$ cat src/rtl/fp_mul_pkg.sv
// Shared constants and FSM state encoding for the two-requester shared FP multiplier.
package fp_mul_pkg;
  localparam int DATA_WIDTH = 32;
  localparam int ID_W = 1;

  typedef enum logic [1:0] {
    IDLE = 2'd0,
    CALC = 2'd1,
    DONE = 2'd2
  } state_t;
endpackage

$ cat src/rtl/mul_main.sv
// Combinational IEEE-754 single-precision multiplier: truncating, zero-exponent inputs
// treated as zero, overflow saturates to infinity, underflow flushes to signed zero.
module mul_main (
  input  logic [31:0] a,
  input  logic [31:0] b,
  output logic [31:0] m,
  output logic        overflow,
  output logic        underflow
);
  logic              sign;
  logic [7:0]        ea;
  logic [7:0]        eb;
  logic [23:0]       ma;
  logic [23:0]       mb;
  logic [47:0]       prod;
  logic              norm;
  logic [22:0]       frac;
  logic signed [9:0] exp_sum;
  logic              zero_in;
  logic              unused_prod_bits;

  always_comb begin
    sign      = a[31] ^ b[31];
    ea        = a[30:23];
    eb        = b[30:23];
    ma        = {1'b1, a[22:0]};
    mb        = {1'b1, b[22:0]};
    zero_in   = (ea == 8'd0) || (eb == 8'd0);
    prod      = {24'd0, ma} * {24'd0, mb};
    norm      = prod[47];
    // Product of two [1,2) mantissas lies in [1,4); renormalise by one bit when >= 2.
    frac      = norm ? prod[46:24] : prod[45:23];
    exp_sum   = $signed({2'b00, ea}) + $signed({2'b00, eb}) + $signed({9'd0, norm}) - 10'sd127;
    m         = {sign, 31'd0};
    overflow  = 1'b0;
    underflow = 1'b0;
    if (zero_in) begin
      m = {sign, 31'd0};
    end else if (exp_sum >= 10'sd255) begin
      m        = {sign, 8'hFF, 23'd0};
      overflow = 1'b1;
    end else if (exp_sum <= 10'sd0) begin
      m         = {sign, 31'd0};
      underflow = 1'b1;
    end else begin
      m = {sign, exp_sum[7:0], frac};
    end
  end

  assign unused_prod_bits = ^prod[22:0];
endmodule

$ cat src/rtl/fp_mul_arbiter.sv
// Round-robin arbiter sharing one mul_main between two requesters.
// Handshake: gnt_i pulses in IDLE when operands are captured; out_valid/out_ready transfer on a cycle where both are high.
module fp_mul_arbiter
  import fp_mul_pkg::*;
#(
  parameter int DATA_WIDTH = fp_mul_pkg::DATA_WIDTH
) (
  input  logic                  clk,
  input  logic                  rst_n,
  input  logic                  req0,
  input  logic                  req1,
  input  logic [DATA_WIDTH-1:0] a0,
  input  logic [DATA_WIDTH-1:0] b0,
  input  logic [DATA_WIDTH-1:0] a1,
  input  logic [DATA_WIDTH-1:0] b1,
  output logic                  gnt0,
  output logic                  gnt1,
  output logic                  out_valid,
  input  logic                  out_ready,
  output logic [DATA_WIDTH-1:0] out_m,
  output logic                  out_overflow,
  output logic                  out_underflow,
  output logic                  out_id,
  output logic                  busy,
  output state_t                dbg_state
);
  state_t                state_q, state_d;
  logic [DATA_WIDTH-1:0] op_a_q, op_a_d;
  logic [DATA_WIDTH-1:0] op_b_q, op_b_d;
  logic [ID_W-1:0]       id_q, id_d;
  logic [ID_W-1:0]       last_q, last_d;
  logic [DATA_WIDTH-1:0] out_m_q, out_m_d;
  logic                  out_ovf_q, out_ovf_d;
  logic                  out_unf_q, out_unf_d;
  logic [ID_W-1:0]       out_id_q, out_id_d;
  logic                  grant;
  logic [ID_W-1:0]       pick;
  logic [DATA_WIDTH-1:0] mul_m;
  logic                  mul_ovf;
  logic                  mul_unf;

  mul_main u_mul (
    .a         (op_a_q),
    .b         (op_b_q),
    .m         (mul_m),
    .overflow  (mul_ovf),
    .underflow (mul_unf)
  );

  always_comb begin
    // On a tie the requester not served last wins; a lone requester always wins.
    pick      = (req0 && req1) ? ~last_q : req1;
    grant     = (state_q == IDLE) && (req0 || req1);
    gnt0      = grant && (pick == 1'b0);
    gnt1      = grant && (pick == 1'b1);
    state_d   = state_q;
    op_a_d    = op_a_q;
    op_b_d    = op_b_q;
    id_d      = id_q;
    last_d    = last_q;
    out_m_d   = out_m_q;
    out_ovf_d = out_ovf_q;
    out_unf_d = out_unf_q;
    out_id_d  = out_id_q;
    case (state_q)
      IDLE: begin
        if (grant) begin
          op_a_d  = pick[0] ? a1 : a0;
          op_b_d  = pick[0] ? b1 : b0;
          id_d    = pick;
          last_d  = pick;
          state_d = CALC;
        end
      end
      CALC: begin
        out_m_d   = mul_m;
        out_ovf_d = mul_ovf;
        out_unf_d = mul_unf;
        out_id_d  = id_q;
        state_d   = DONE;
      end
      DONE: begin
        if (out_ready) state_d = IDLE;
      end
      default: state_d = IDLE;
    endcase
  end

  always_ff @(posedge clk) begin
    if (!rst_n) begin
      state_q   <= IDLE;
      op_a_q    <= '0;
      op_b_q    <= '0;
      id_q      <= '0;
      last_q    <= 1'b1;
      out_m_q   <= '0;
      out_ovf_q <= 1'b0;
      out_unf_q <= 1'b0;
      out_id_q  <= '0;
    end else begin
      state_q   <= state_d;
      op_a_q    <= op_a_d;
      op_b_q    <= op_b_d;
      id_q      <= id_d;
      last_q    <= last_d;
      out_m_q   <= out_m_d;
      out_ovf_q <= out_ovf_d;
      out_unf_q <= out_unf_d;
      out_id_q  <= out_id_d;
    end
  end

  assign out_valid     = (state_q == DONE);
  assign busy          = (state_q != IDLE);
  assign out_m         = out_m_q;
  assign out_overflow  = out_ovf_q;
  assign out_underflow = out_unf_q;
  assign out_id        = out_id_q;
  assign dbg_state     = state_q;
endmodule
$ cat config.mk
export PLATFORM = sky130hd
export DESIGN_NAME = fp_mul_arbiter
export DESIGN_NICKNAME = d
export VERILOG_FILES = /design/src/rtl/fp_mul_pkg.sv /design/src/rtl/mul_main.sv /design/src/rtl/fp_mul_arbiter.sv
export SDC_FILE = /design/constraint.sdc
export NUM_CORES = 2
export LEC_CHECK = 0
export ABC_AREA = 1
export CORE_UTILIZATION = 62
export DETAILED_ROUTE_END_ITERATION = 6
export PLACE_DENSITY = 0.92
export SLEW_MARGIN = 40
export SYNTH_ARGS = -nofsm -noshare
export SYNTH_HDL_FRONTEND = slang
export SYNTH_SLANG_ARGS = --single-unit
$ cat constraint.sdc
create_clock -name clk -period 10.71 [get_ports clk]
set_input_delay 2.142 -clock clk [delete_from_list [all_inputs] [get_ports clk]]
set_output_delay 2.142 -clock clk [all_outputs]
set_load 0.03 [all_outputs]
* Yosys cells after proc, flatten, opt, wreduce, memory -nomap -nowiden
Cells that the tools add are included.
** Word-level totals
- Register bits :: 103
- Input port bits :: 133
- Output and inout bits :: 41
- Word-level logic and storage cells :: 49
** Operators by class
- Add/subtract/negate cells :: 3
- Multipliers :: 1
- $lt $le $gt $ge :: 2
- Equality and inequality tests :: 4
- Muxes and demuxes :: 15
- Bitwise logic cells :: 3
- Reductions and logical operators :: 12
** Operators with widths (number)
- $mux W31 :: 3
- $mux W32 :: 2
- $mul A24 B24 Y48 :: 1
- $mux W23 :: 1
- $logic_not A8 Y1 :: 2
- $add A10 B2 Y10 :: 1
- $ge A10 B9 Y1 const B :: 1
- $le A10 B1 Y1 const B :: 1
- $sub A10 B8 Y10 const B :: 1
- $add A8 B8 Y9 :: 1
- $mux W1 :: 6
- $pmux W2 S3 :: 1
- $logic_and A1 B1 Y1 :: 4
- $mux W2 :: 2
- $reduce_and A2 Y1 :: 2
- $eq A2 B1 Y1 const B :: 1
- $eq A2 B2 Y1 const B :: 1
- $logic_not A2 Y1 :: 1
- $logic_or A1 B1 Y1 :: 2
- $ne A2 B1 Y1 const B :: 1
- $ne A2 B2 Y1 const B :: 1
- $not A1 Y1 :: 2
- $reduce_bool A2 Y1 :: 1
- $xor A1 B1 Y1 :: 1

* Longest topological paths before layout
- Depth after elaboration :: 7
- Depth in mapped cells :: 50
- Gate-level depth less buffers :: 47

* Hierarchy
From an unflattened synthesis, not the netlist that was laid out.
** Second synthesis, totals
- Cell total of the unflattened synthesis :: 3621
- Area total of the unflattened synthesis :: 25869.8 µm²
** Modules (own cells, without submodules)
- mul_main :: instances 1, cells each 2820, area each 20686.1 µm², sequential area each 0.0 µm²
- fp_mul_arbiter :: instances 1, cells each 801, area each 5183.7 µm², sequential area each 2062.0 µm²

* Worst setup path before layout
No wires, ideal clock.
- Path type :: flip-flop to flip-flop
- Start point :: register op_b_q[3]
- End point :: register out_m_q[12] (netlist: out_m[12])
- Library setup time :: 70 ps
- Arrival time :: 7591 ps
- Data required time :: 10640 ps
- Setup slack :: 3049 ps
- Cell stages (with the launch flop) :: 45
- Path buffers :: 4
- Clock period less this slack :: 7661 ps
- Cell sequence :: dfxtp_1 -> clkbuf_1 -> clkbuf_1 -> nand2_1 -> fa_1 -> inv_1 -> fa_1 -> inv_1 -> fa_1 -> inv_1 -> fa_1 -> inv_1 -> fa_1 -> inv_1 -> fa_1 -> inv_1 -> fa_1 -> inv_1 -> (+9 left out) -> nand2_1 -> buf_2 -> ha_1 -> inv_1 -> ha_1 -> nand3_1 -> clkinv_1 -> nand3_1 -> nor2_2 -> nand3_2 -> nand2_1 -> nand3_1 -> nand3_1 -> nand3_2 -> nor2_4 -> buf_6 -> nand2_1 -> a21oi_1
** On the way
- Cells in the longest elaborated chain, start to end :: 7
- Elaborated cells on any way between the ends :: 9
- Those cells by class :: add/sub: 2; mul: 1; order compare: 2; mux: 4
** Ends and longest elaborated chain
- from (decl) :: line fp_mul_arbiter.sv:29 : logic [DATA_WIDTH-1:0] op_b_q, op_b_d;
- from (signal assigned) :: line fp_mul_arbiter.sv:103 : op_b_q <= op_b_d;
- $mul A24 B24 Y48 (*) :: line mul_main.sv:29 : prod = {24'd0, ma} * {24'd0, mb};
- $add A10 B2 Y10 :: line mul_main.sv:33 : exp_sum = $signed({2'b00, ea}) + $signed({2'b00, eb}) + $signed({9'd0, norm}) - 10'sd127;
- $sub A10 B8 Y10 :: line mul_main.sv:33
- $le A10 B1 Y1 :: line mul_main.sv:42 : end else if (exp_sum <= 10'sd0) begin
- $mux W31 :: line mul_main.sv:42
- $mux W31 (*) :: line mul_main.sv:39 : end else if (exp_sum >= 10'sd255) begin
- $mux W31 (*) :: line mul_main.sv:37 : if (zero_in) begin
- to (signal assigned) :: line fp_mul_arbiter.sv:106 : out_m_q <= out_m_d;
- to (decl) :: line fp_mul_arbiter.sv:32 : logic [DATA_WIDTH-1:0] out_m_q, out_m_d;
Mark *: on every way between the ends. The rest lies on a longest branch, timed or not.
A chain may end at the register's enable or synchronous reset.

* Worst setup path in the final report
- Start point :: register op_b_q[4]
- End point :: register out_m_q[4] (netlist: out_m[4])
Same word-level chain as after synthesis.

==> impl_metrics.ini <==
[power]
p_seq_share_pct = 16.3
p_sw_uw = 1740
p_int_uw = 1440
p_clk_share_pct = 11.2
p_leak_uw = 0.0155
netSwitchingFraction_pct = 54.7
ir_drop_mv = 0.117
p_comb_share_pct = 72.5
p_per_area_nw_per_um2 = 117

[drt]
drt_pass1_iterations = 7
drt_iter0_markers = 1964
vias = 22100
ant_nets = 0
drt-total-wl_um = 69500
drc = 5
wl_per_cell_um = 17.2
via_per_inst = 5.48

[layout]
area_growth_pct = 10.3
fill_cells = 2852
utilization_pct = 69.8
nets = 4305
final_cell_area_um2 = 27200
drive_above_1_share_pct = 2.90
diodes = 0

[yosys]
yosysWarnings = 0
netlist_instances = 3422
synth.largest_area_cell = fa_1
syn_area_um2 = 24600
ys_seq_area_share_pct = 8.37
synth-compound-area-share_pct = 4.43
synth.area.mux_share_pct = 0
synthTopCellsByArea = fa_1 (39%), nand2_1 (17%), inv_1 (15%), ha_1 (9.1%), dfxtp_1 (8.4%)
syn_area_per_cell_um2 = 7.20
synth_xor_area_share_pct = 0.640
synth_fa_ha_area_share_pct = 48.2
synth_nets = 4216
synth_top_area_share_pct = 39.2
synth_seq_cells = 103
synth_top_family_by_area = adder cells
synthSimpleGateAreaFrac_pct = 21.3
ys_types = 37

[run_status]
failed_checks = design-rule violations
outcome = finished, violations left

[sta]
final-setup-viol-count = 0
setup-tns-final_ns = 0
relSlewSlack_pct = 32.4
maxSlewViolCount = 0
timing.final.crit_share_pct = 84.5
hold_viol_final = 0
fin_crit_ns = 9.05
rsz0062_at_grt = false
clock.fmax_mhz = 111
tightest_slew_ns = 1.01
clock_skew_ns = 0.0214

[setup_path]
end_kind = register
crit_arrival_ns = 9.31
r2r_slack_ns = 1.66
max_stage_delay_ns = 0.98
timing_worst_setup_path_type = register to register
critPathSlowestCell = dfxtp_1
cp_max_fo = 23
worstPathRequired_ns = 10.97
reg2regPathDepth = 41
startpoint_type = register
crit_top_cell = inv_1

[clock_network]
cts_hold_buf = 0
cts_tree = done
postCtsSetupBuffers = 0
clk_pin_slew_ns = 0.07
cts_sinks = 103
clock_path_buffers = 2
numCtsBuffers = 9
insertion_delay_ns = 0.38
htreeDepth = 3
ctsResizeCount = 0
root_buffer = clkbuf_16

[floorplanning]
core_um2 = 38900
die_h_um = 201
initial_core_util_pct = 63.3
die_area_um2 = 40600
fp.dieW_um = 201
num_rows = 72
io_pins = 174

[grt]
antenna_found_initial = 1
grt_max_degree = 66
overflow = 0
first_global_vias = 23800
grt_pass1_wl_um = 116000
gr-usage-all-layers_pct = 35.9

[placement]
gp_congestion = 0.980
dpl_cell_area_um2 = 26900
io_buffer_count = 173
post-dp-hpwl_um = 57000

[hold_path]
min_path_cells = 2
hp-class = register to register

[flow_run]
maxCapViolCount = 0
-- stage by stage --
stage,hold slack (ns),setup slack (ns),power [µW],std cells
detailed placement,0.457,1.88,2720,4018
global placement,0.453,2.05,2660,4018
CTS,0.470,1.77,3120,4034
floorplan,0.442,3.05,1990,3422
finish,0.470,1.66,3180,4034
global route,0.501,1.23,3440,4034
-- critical path: cells and delay by family (launching register included) --
family                     cells  cell delay, ns
AOI/OAI and AO/OA              1            0.16
adders and majority gates     10            4.40
buffers and inverters         11            0.91
DFF                            1            0.98
and+or+nand+nor               19            2.45
-- power by group through the flow --
| stage | clock network [µW] | registers, µW | logic [µW] |
|---|---|---|---|
| 2_1_floorplan | 0 | 478 | 1510 |
| 3_3_place_gp | 0 | 514 | 2150 |
| 3_5_place_dp | 0 | 518 | 2210 |
| 4_1_cts | 354 | 510 | 2250 |
| 5_1_grt | 370 | 519 | 2550 |
| 6_report | 356 | 518 | 2300 |
-- cell usage in the layout, fill, tap and decap left out, types with 2 or more instances in the layout --
master and instances:
a21o_1 4, a21oi_1 75, a221oi_1 6, a31oi_1 65
and3_1 2, buf_4 45, clkbuf_16 9, clkdlybuf4s50_1 173
clkinv_2 2, dfxtp_1 86, dfxtp_2 17, fa_1 482
ha_1 179, inv_1 967, inv_2 2, inv_8 2
nand2_1 1135, nand2_2 3, nand3_1 55, nand3_2 6
nand3b_1 6, nand4_1 8, nor2_1 104, nor2_2 4
nor2_4 2, nor3_1 8, nor4_1 5, o21a_1 3
o21ai_0 15, o21ai_1 4, o21bai_1 10, or2_2 3
xnor2_1 12, xor2_1 6
-- synthesized netlist by cell type --
| cell | instances |
|---|---|
| nand2_1 | 1135 |
| inv_1 | 968 |
| fa_1 | 482 |
| ha_1 | 179 |
| clkbuf_1 | 131 |
| nor2_1 | 105 |
| dfxtp_1 | 103 |
| a21oi_1 | 76 |
| a31oi_1 | 65 |
| nand3_1 | 55 |
| o21ai_0 | 15 |
| xnor2_1 | 12 |
| o21bai_1 | 10 |
| nand4_1 | 8 |
| nor3_1 | 8 |
| a221oi_1 | 6 |
| nand3_2 | 6 |
| nand3b_1 | 6 |
| xor2_1 | 6 |
| nor4_1 | 5 |
| o21ai_1 | 5 |
| a21o_1 | 4 |
| buf_2 | 4 |
| nor2_2 | 4 |
| buf_1 | 3 |
| nand2_2 | 3 |
| o21a_1 | 3 |
| or2_2 | 3 |
| and3_1 | 2 |
| buf_6 | 2 |
| inv_2 | 2 |
| a221oi_2 | 1 |
| a31o_2 | 1 |
| and2_1 | 1 |
| clkinv_1 | 1 |
| nand2b_1 | 1 |
| nor2_4 | 1 |
-- flip-flops by register name (all words and copies together), names as in the netlist --
register / cells
out_id: 1
dbg_state: 2
out_underflow: 1
op_b_q: 32
out_overflow: 1
last_q: 1
out_m: 32
op_a_q: 32
id_q: 1
-- layout make-up --
cell class | instances | area (µm²) | area share, %
clock buffers | 10 | 229 | 0.843
clock inverters | 6 | 75.1 | 0.276
inverters | 971 | 3650 | 13.4
multi-input cells | 2208 | 18400 | 67.8
flip-flops and latches | 103 | 2080 | 7.67
well taps | 518 | 648 | 2.39
repair buffers | 218 | 2070 | 7.62
-- logic make-up after synthesis --
group	count (synthesis)
AND/OR/NAND/NOR	1343
buffers and inverters	1111
adder cells (fa/ha/maj)	661
AO/OA/AOI/OAI	186
flip-flops	103
XOR/XNOR	18
-- path summary, 6_finish.rpt --
kind	from	end
max reg2reg	op_b_q[4]$_SDFFE_PN0P_	out_m[4]$_SDFFE_PN0N_
min	id_q$_SDFFE_PN0P_	id_q$_SDFFE_PN0P_
min reg2reg	id_q$_SDFFE_PN0P_	id_q$_SDFFE_PN0P_
max	op_b_q[4]$_SDFFE_PN0P_	out_m[4]$_SDFFE_PN0N_
-- per-layer routing --
metal | routed length, µm | GRT usage [%] | share of wire (%)
met5 | 13 | 0 | 0.019
met4 | 3310 | 16.2 | 4.8
met3 | 8920 | 10.8 | 13
met2 | 32100 | 58.6 | 46
met1 | 25200 | 44.0 | 36
No activity file was read; power rests on OpenSTA's default activity.
